`config.mk`:
```
export PLATFORM = sky130hd
export DESIGN_NAME = iter_alu
export DESIGN_NICKNAME = d
export VERILOG_FILES = /design/src/rtl/alu_pkg.sv /design/src/rtl/iter_mul.sv /design/src/rtl/iter_alu.sv
export SDC_FILE = /design/constraint.sdc
export NUM_CORES = 1
export LEC_CHECK = 0
export CELL_PAD_IN_SITES_DETAIL_PLACEMENT = 0
export CELL_PAD_IN_SITES_GLOBAL_PLACEMENT = 2
export CORE_ASPECT_RATIO = 0.8
export CORE_UTILIZATION = 28
export DETAILED_ROUTE_END_ITERATION = 7
export PLACE_DENSITY = 0.89
export RECOVER_POWER = 100
export SKIP_CTS_REPAIR_TIMING = 1
export SYNTH_ARGS = -nofsm -noshare
export SYNTH_HDL_FRONTEND = slang
export SYNTH_SLANG_ARGS = --single-unit
```
`constraint.sdc`:
```
create_clock -name Clk -period 2.7 [get_ports Clk]
set_input_delay 0.405 -clock Clk [delete_from_list [all_inputs] [get_ports Clk]]
set_output_delay 0.405 -clock Clk [all_outputs]
set_load 0.02 [all_outputs]
```
`src/rtl/alu_pkg.sv`:
```
// Shared definitions for iter_alu: operation encoding, FSM state type, default width.
package alu_pkg;

  localparam int ALU_DEFAULT_W = 8;

  localparam logic [2:0] OP_ADD = 3'b000;
  localparam logic [2:0] OP_SUB = 3'b001;
  localparam logic [2:0] OP_AND = 3'b010;
  localparam logic [2:0] OP_OR  = 3'b011;
  localparam logic [2:0] OP_XOR = 3'b100;
  localparam logic [2:0] OP_SHL = 3'b101;
  localparam logic [2:0] OP_SHR = 3'b110;
  localparam logic [2:0] OP_MUL = 3'b111;

  typedef enum logic [1:0] {
    IDLE = 2'd0,
    BUSY = 2'd1,
    DONE = 2'd2
  } state_t;

endpackage

```
`src/rtl/iter_mul.sv`:
```
// Shift-add unsigned multiplier: one partial product per cycle, the first taken at start.
// done is high for one cycle, W-1 cycles after start, with the full 2W-bit product on product.
module iter_mul #(
  parameter int W = 8
) (
  input  logic           clk,
  input  logic           reset,
  input  logic           start,
  input  logic [W-1:0]   a,
  input  logic [W-1:0]   b,
  output logic           done,
  output logic [2*W-1:0] product
);

  localparam int CW = $clog2(W + 1);

  logic           busy;
  logic [2*W-1:0] acc;
  logic [2*W-1:0] mcand;
  logic [W-1:0]   mplier;
  logic [CW-1:0]  cnt;

  assign done    = busy && (cnt == '0);
  assign product = acc;

  always_ff @(posedge clk) begin
    if (reset) begin
      busy   <= 1'b0;
      acc    <= '0;
      mcand  <= '0;
      mplier <= '0;
      cnt    <= '0;
    end else if (start) begin
      // Bit 0 is folded into the load so the product lands one cycle earlier.
      busy   <= 1'b1;
      acc    <= b[0] ? {{W{1'b0}}, a} : '0;
      mcand  <= {{W{1'b0}}, a} << 1;
      mplier <= b >> 1;
      cnt    <= CW'(W - 1);
    end else if (busy) begin
      if (cnt != '0) begin
        acc    <= acc + (mplier[0] ? mcand : '0);
        mcand  <= mcand << 1;
        mplier <= mplier >> 1;
        cnt    <= cnt - CW'(1);
      end else begin
        busy <= 1'b0;
      end
    end
  end

endmodule

```
`src/rtl/iter_alu.sv`:
```
// Single-issue ALU with valid/ready handshakes; simple ops finish in 1 cycle.
// ITER_ALU_MULT_EN adds an iterative MUL (W+1 cycles); without it MUL returns 0 in 1 cycle.
module iter_alu
  import alu_pkg::*;
#(
  parameter int W = ALU_DEFAULT_W
) (
  input  logic         Clk,
  input  logic         Reset,
  input  logic         InValid,
  output logic         InReady,
  input  logic [W-1:0] InputA,
  input  logic [W-1:0] InputB,
  input  logic [2:0]   OP,
  output logic         OutValid,
  input  logic         OutReady,
  output logic [W-1:0] Out,
  output logic         Zero,
  output logic         LT,
  output logic         Carry
);

  localparam int SW = $clog2(W);

  state_t         state;
  logic           accept;
  logic [W-1:0]   res;
  logic           res_c;
  logic [W:0]     shl_w;
  logic [W:0]     shr_w;
  logic [SW-1:0]  sh;
  logic           mul_done;
  logic [2*W-1:0] prod;
  logic           lt_pend;

  assign InReady = (state == IDLE) && !Reset;
  assign accept  = InValid && InReady;
  assign sh      = InputB[SW-1:0];

`ifdef ITER_ALU_MULT_EN
  localparam bit MUL_EN = 1'b1;
  logic mul_start;
  assign mul_start = accept && (OP == OP_MUL);

  iter_mul #(.W(W)) u_mul (
    .clk     (Clk),
    .reset   (Reset),
    .start   (mul_start),
    .a       (InputA),
    .b       (InputB),
    .done    (mul_done),
    .product (prod)
  );
`else
  localparam bit MUL_EN = 1'b0;
  assign mul_done = 1'b0;
  assign prod     = '0;
`endif

  // The extra bit of each shift window catches the last bit shifted out.
  always_comb begin
    res   = '0;
    res_c = 1'b0;
    shl_w = {1'b0, InputA} << sh;
    shr_w = {InputA, 1'b0} >> sh;
    case (OP)
      OP_ADD:  {res_c, res} = {1'b0, InputA} + {1'b0, InputB};
      OP_SUB:  begin
        res   = InputA - InputB;
        res_c = InputA < InputB;
      end
      OP_AND:  res = InputA & InputB;
      OP_OR:   res = InputA | InputB;
      OP_XOR:  res = InputA ^ InputB;
      OP_SHL:  {res_c, res} = shl_w;
      OP_SHR:  {res, res_c} = shr_w;
      default: res = '0;
    endcase
  end

  always_ff @(posedge Clk) begin
    if (Reset) begin
      state    <= IDLE;
      OutValid <= 1'b0;
      Out      <= '0;
      Zero     <= 1'b0;
      LT       <= 1'b0;
      Carry    <= 1'b0;
      lt_pend  <= 1'b0;
    end else begin
      case (state)
        IDLE: if (accept) begin
          if (MUL_EN && (OP == OP_MUL)) begin
            state   <= BUSY;
            lt_pend <= InputA < InputB;
          end else begin
            state    <= DONE;
            OutValid <= 1'b1;
            Out      <= res;
            Zero     <= (res == '0);
            LT       <= InputA < InputB;
            Carry    <= res_c;
          end
        end
        BUSY: if (mul_done) begin
          state    <= DONE;
          OutValid <= 1'b1;
          Out      <= prod[W-1:0];
          Zero     <= (prod[W-1:0] == '0);
          LT       <= lt_pend;
          Carry    <= |prod[2*W-1:W];
        end
        DONE: if (OutReady) begin
          state    <= IDLE;
          OutValid <= 1'b0;
        end
        default: state <= IDLE;
      endcase
    end
  end

endmodule

```
==> qor.csv, run 1 <==
metric;value;unit
drt first pass iters;5;
input/output buffers;35;
register area share after synthesis;10.62;%
GRT overflow;0;
starting density of the core;29.76;%
vias in the first global route;2560;
Int Pwr;0.0006166;W
Clock Skew;0.0006554;ns
Synth area leaders;ha_1 (14%), dfxtp_1 (11%), a21oi_1 (4.6%);
Max Cap Viol;0;
crit-path cells;clkdlybuf4s50_1 -> inv_1 -> ha_1 -> buf_4 -> a21oi_1 -> o2bb2ai_1 -> a221o_1 -> or4_4 -> mux2_2;
Yosys top cell by area;ha_1;
switching power total;0.0003673;W
WHS Path Cells;2;
CP Max Fanout;3;
layout cells sized above 1;29.68;%
Tot GR Track Use;19.31;%
power share of the combinational group;60.1;%
CTS H-tree lvls;1;
CTS tree;done;
CP max-delay cell;or4_4;
DRC violations left;0;
DP Area;3289;µm²
fmax;377.5;MHz
Die Ht;82.40;µm
Flop pwr share;20.2;%
per-cell routed wire length;15.17;µm
Worst path max stage delay;0.50;ns
share of the synthesized area in the top cell type;14.38;%
asr flop ratio synth;0;%
GPL Wtd Cong;0.9517;
num rows;28;
CTS Buffer Depth;2;
Clock transition at path regs;0.05;ns
EDFF count, synth;0;
WP data arrival;2.78;ns
Root Driver;clkbuf_8;
mean cell area of the mapped netlist;7.369;µm²
switch share;37.33;%
CP endpoint kind;register;
most frequent cells in the layout;buf_4 (81), inv_1 (24), nor2_1 (23);
placed cells;510;
flops & latches, synth;12;
Tot Pwr;0.0009840;W
Synth Warn #;0;
Slew HR;56.90;%
worst path required time;2.83;ns
total I/O pin count;36;
measured slew at the worst slew-check pin;0.6378;ns
Finished Layout Cells;516;
RSZ-0062 raised after global routing;yes;
Die ar.;8445;µm²
Final Core Density;45.67;%
Crit path depth;9;
clk sinks;12;
Via-to-Cell Ratio;5.163;
Worst-Skew Late Latency;0.24;ns
Area Overhead vs Synth;53.48;%
Leak;1.595;nW
Syn Inst Count;307;
Die X;102.5;µm
final WL;7829;µm
worst ir drop on vdd;0.0001421;V
Core Area;7602;µm²
Worst Hold Class;reg2reg;
WS Path Type;in2reg;
final setup fails;0;
design area;3472;µm²
Synth Net Count;358;
pwr dens;283.4;nW/µm²
pin count of the biggest net entering global routing;27;
# diodes;0;
post-synth cell types;55;
Tmin final;2.649;ns
Tcrit/Tclk final;98.12;%
Setup crit start kind;primary input;
Syn Std Cell Area;2262;µm²
Fin. Hold Viols;0;
DP Worst Slack;-0.5008;ns
Final HPWL DP;6498;µm
Final Worst Setup Slack;0.05068;ns
Fillers;786;
Final Max Slew Viols;0;
most common cell after layout, fill and taps aside;buf_4;
reg2reg path depth;7;
via count;2664;
status;completed;
net count reported at finish;463;
DR iter-0 viols;175;
Routed Antenna Nets;0;
TritonCTS buffer count;3;
initial antenna violation count;0;
dominant synthesized flop cell;dfxtp_1;
first-pass GRT wire length;12650;µm
clock power share;19.7;%
WP buf/inv;3;
CP top delay family;buffers and inverters;
-- power groups by stage --
stage	clock network (W)	registers, W	logic (W)
4_1_cts	0.000199	0.000200	0.000562
3_3_place_gp	0	0.000203	0.000555
2_1_floorplan	0	0.000221	0.000271
3_5_place_dp	0	0.000204	0.000560
5_1_grt	0.000209	0.000201	0.000642
6_report	0.000194	0.000199	0.000591
-- layer usage --
layer | up-vias | global-route usage [%] | wire, µm
met4 | 0 | 4.286 | 19
met3 | 2 | 1.684 | 417
li1 | 1334 | - | -
met5 | - | 0 | 0
met2 | 78 | 30.73 | 3450
met1 | 1250 | 28.03 | 3940
-- tightest hold or removal path, cell delays in order, from the launching register on --
cell and delay (ns):
dfxtp_1 0.30, nand2b_1 0.06, a21oi_1 0.06
-- cells by family after synthesis --
| family | count (synthesis) | share of synthesized area, % |
|---|---|---|
| simple gates | 104 | 25.11 |
| compound gates | 91 | 27.05 |
| buf+inv | 46 | 8.296 |
| flops | 12 | 10.62 |
| fa+ha+maj | 28 | 16.15 |
| mux | 20 | 10.45 |
| xor+xnor | 6 | 2.323 |
-- flip-flops by register name, summed over array words and instances, names as in the netlist --
signal and cells:
Out 8, LT 1, Zero 1, OutValid 1, Carry 1
-- through the flow --
stage	setup TNS, ns	hold WS [ns]
2_1_floorplan	0	0.5051
3_3_place_gp	-2.123	0.4552
3_5_place_dp	-2.668	0.4638
4_1_cts	-0.8116	0.4733
5_1_grt	-0.03454	0.5040
6_report	0	0.4696
-- final cells by class --
type                    count  area (µm²)  area share [%]
inverters                  26       97.59           2.811
flip-flops and latches     12       240.2           6.919
clock buffers               4       55.05           1.586
repair buffers            120        1021           29.41
multi-input cells         249        1927           55.50
well taps                 105       131.4           3.784
-- cells in the mapped netlist (2+ instances only) --
master	number
ha_1	26
nand3_1	8
o22ai_1	5
mux2_2	9
nor3b_1	5
a221oi_1	4
nand2b_1	7
nor2_1	23
a21oi_1	21
and3b_1	2
o31ai_1	2
a31oi_1	3
and3_1	2
mux2i_1	9
clkbuf_1	13
buf_2	3
nand3b_1	7
a22oi_1	3
mux4_2	2
xnor2_1	6
buf_1	2
nand2_1	18
or3_1	2
a211oi_1	6
o311a_1	2
inv_1	26
nor2b_1	11
o2111ai_1	3
o311ai_0	3
nor3_1	8
fa_1	2
o21ai_0	21
nor4b_1	2
dfxtp_1	12
o211ai_1	6
or4_1	4
-- final timing paths --
| check | end | slack (ns) | startpoint |
|---|---|---|---|
| hold / removal | Out[0] | 0.47 | Out[0] |
| setup reg to reg | Zero | 0.96 | OutValid |
| setup / recovery | Out[5] | 0.05 | InputA[4] |
| hold reg to reg | Out[0] | 0.47 | Out[0] |
Power figures use the tool's default switching activity.
==> inputs of run 2 (changes only) <==
Settings changed: HOLD_SLACK_MARGIN set to 0.08.
==> results of run 2 <==
No change in the layout: final DEF, timing and power equal those of run 1.
==> patch (flow settings as in run 2) <==
Change the localparam `MUL_EN` from 1'b0 to 1'b1.
--- a/src/rtl/iter_alu.sv
+++ b/src/rtl/iter_alu.sv
@@ -52,7 +52,7 @@
     .product (prod)
   );
 `else
-  localparam bit MUL_EN = 1'b0;
+  localparam bit MUL_EN = 1'b1;
   assign mul_done = 1'b0;
   assign prod     = '0;
 `endif
Check against the original RTL: not equivalent (a bounded check fails within 4 cycles, from zero or initial values and one cycle with Reset high).
==> patch against run 2 <==
  * Count of clock-buffer cells in the layout is 1 lower
  * Design area is 9.0% lower
  * Sequential cell count is 2 higher
  * Total power is 8.6% lower
  * Synthesized cell count is 5.5% lower
  * Setup slack better by 0.093 ns
  * Area after synthesis is 1.2% lower
  * Routed wire length is 1.9% lower
  * Critical endpoint is now Zero$_SDFFE_PP0P_
  * Largest power group unchanged
  * Highest routed layer unchanged
==> patch: results (changes against run 2) <==
Run status
  • Status: finished, final reports clean (unchanged)

CTS
  • Max clock buf depth: 2 (unchanged)
  • H-Tree Depth: 1 (unchanged)
  • Root buf cell: clkbuf_8 (unchanged)
  • Clock transition at path regs: 0.05 ns (about the same)

Logic synthesis
  • Mean post-synth cell area: 7.706 um2 (was 7.369 um2)
  • Ys Warns: 0 (unchanged)
  • Ys async rst share: 0% (unchanged)
  • Post-Synthesis Net Count: 341 (was 358)
  • Synth Flop Type: dfxtp_1 (unchanged)
  • Commonest cells post-synth: ha_1, inv_1, a21oi_1, nor2_1, dfxtp_1 (was ha_1, inv_1, nor2_1, a21oi_1, o21ai_0)
  • Top cells by area, synth: ha_1, dfxtp_1, a21oi_1 (unchanged)
  • Synth unique cells: 63 (was 55)
  • Seq/Total Area, Yosys: 12.54% (was 10.62%)

Placed design
  • Pre-CTS WS: -0.2390 ns (was -0.5008 ns)
  • Final GP Congestion: 0.9284 (was 0.9517)
  • Area after DPL: 3082 um2 (was 3289 um2)
  • DP Cell Count: 465 (was 510)
  • Detail Placement HPWL: 6.112 mm (was 6.498 mm)

Critical path
  • R2R Setup Slk: 0.91 ns (was 0.96 ns)
  • Max Fanout on Critical Path: 5 (was 3)
  • Worst Path Arrival: 2.69 ns (was 2.78 ns)

Drt
  • Avg WL per Cell: 16.38 um (was 15.17 um)
  • Routed via count: 2487 (was 2664)
  • Final wirelength: 7.684 mm (was 7.829 mm)
  • Starting DRT DRC Count: 181 (was 175)
  • DR pass1 iterations: 5 (unchanged)

Pwr
  • Switching part of the total: 37.08% (was 37.33%)
  • Leak: 1.383 nW (was 1.595 nW)
  • VDD IR max: 0.2269 mV (was 0.1421 mV)

Global routing
  • Global-route usage over all layers: 19.07% (was 19.31%)
  • Largest net degree at the start of global routing: 19 (was 27)
  • First-pass GRT wire length: 12.28 mm (was 12.65 mm)
  • Antenna violations before repair: 0 (unchanged)
  • Vias in the first global route: 2396 (was 2560)

Cells and area
  • Nets@finish: 417 (was 463)
  • Fill count: 801 (was 786)
  • Regs by FF count: Out: 8 flops, state: 2 flops
  • N_diodes: 0 (unchanged)
  • Layout cells sized above 1: 22.25% (was 29.68%)

Timing
  • Final period utilization: 94.67% (was 98.12%)
  • Actual slew at the worst max-slew pin: 0.5435 ns (was 0.6378 ns)
  • Fin Hold WS: 0.4484 ns (was 0.4696 ns)
  • Worst Skew: 0.0006057 ns (was 0.0006554 ns)

Min path
  • Hold Crit Class: register to register (unchanged)
==> patch: per-layer routing <==
metal,track usage [%],up-vias,wire length (um),share of wire [%]
met5,0,-,0,0
met4,3.143,0,96,1.2
met3,2.809,8,557,7.2
met2,29.26,84,3196,42
met1,28.27,1171,3833,50
li1,-,1224,-,-
==> patch: final timing paths <==
| kind | start | end | cells past startpoint |
|---|---|---|---|
| max | InputB[2] | Zero$_SDFFE_PP0P_ | 11 |
| min reg2reg | OutValid$_SDFFE_PP0P_ | OutValid$_SDFFE_PP0P_ | 2 |
| min | OutValid$_SDFFE_PP0P_ | OutValid$_SDFFE_PP0P_ | 2 |
| max reg2reg | state[0]$_SDFFE_PP0P_ | Zero$_SDFFE_PP0P_ | 7 |
==> patch: final cells by class <==
cell class,instances,area share [%]
clock buffer,3,1.306
inverter,23,2.732
multi-input combinational,230,56.22
sequential,14,8.868
tap,105,4.157
timing repair buffer,94,26.72
==> patch: metrics by stage <==
stage	power, W	utilization [%]
2_1_floorplan	0.0005064	-
3_3_place_gp	0.0007324	40.72
3_5_place_dp	0.0007330	40.72
4_1_cts	0.0008990	41.27
5_1_grt	0.0009627	41.77
6_report	0.0008990	41.77
==> patch: critical path, stage by stage <==
cell             delay, ns
clkdlybuf4s50_1       0.51
inv_1                 0.07
ha_2                  0.31
buf_4                 0.16
or3_1                 0.36
a21o_1                0.18
a22oi_1               0.19
nor3_2                0.09
nand3_1               0.12
nor3_2                0.06
a41o_1                0.24
==> patch: cells by family (layout without fill, tap and decap cells) <==
family / count (synthesis) / in the layout / share of synthesized area (%)
DFF: 14 / 14 / 12.54
buffers and inverters: 46 / 120 / 9.239
and+or+nand+nor: 91 / 91 / 22.57
xor gates and xnor gates: 5 / 5 / 1.960
adders and majority gates: 28 / 28 / 16.35
muxes: 14 / 14 / 8.174
AOI/OAI and AO/OA: 92 / 92 / 29.17
==> patch: power by group through the flow <==
| stage | registers [W] | clock network, W | logic [W] |
|---|---|---|---|
| 2_1_floorplan | 0.000246 | 0 | 0.000260 |
| 3_5_place_dp | 0.000232 | 0 | 0.000501 |
| 5_1_grt | 0.000228 | 0.000178 | 0.000557 |
| 3_3_place_gp | 0.000232 | 0 | 0.000501 |
| 6_report | 0.000227 | 0.000161 | 0.000511 |
| 4_1_cts | 0.000228 | 0.000168 | 0.000504 |
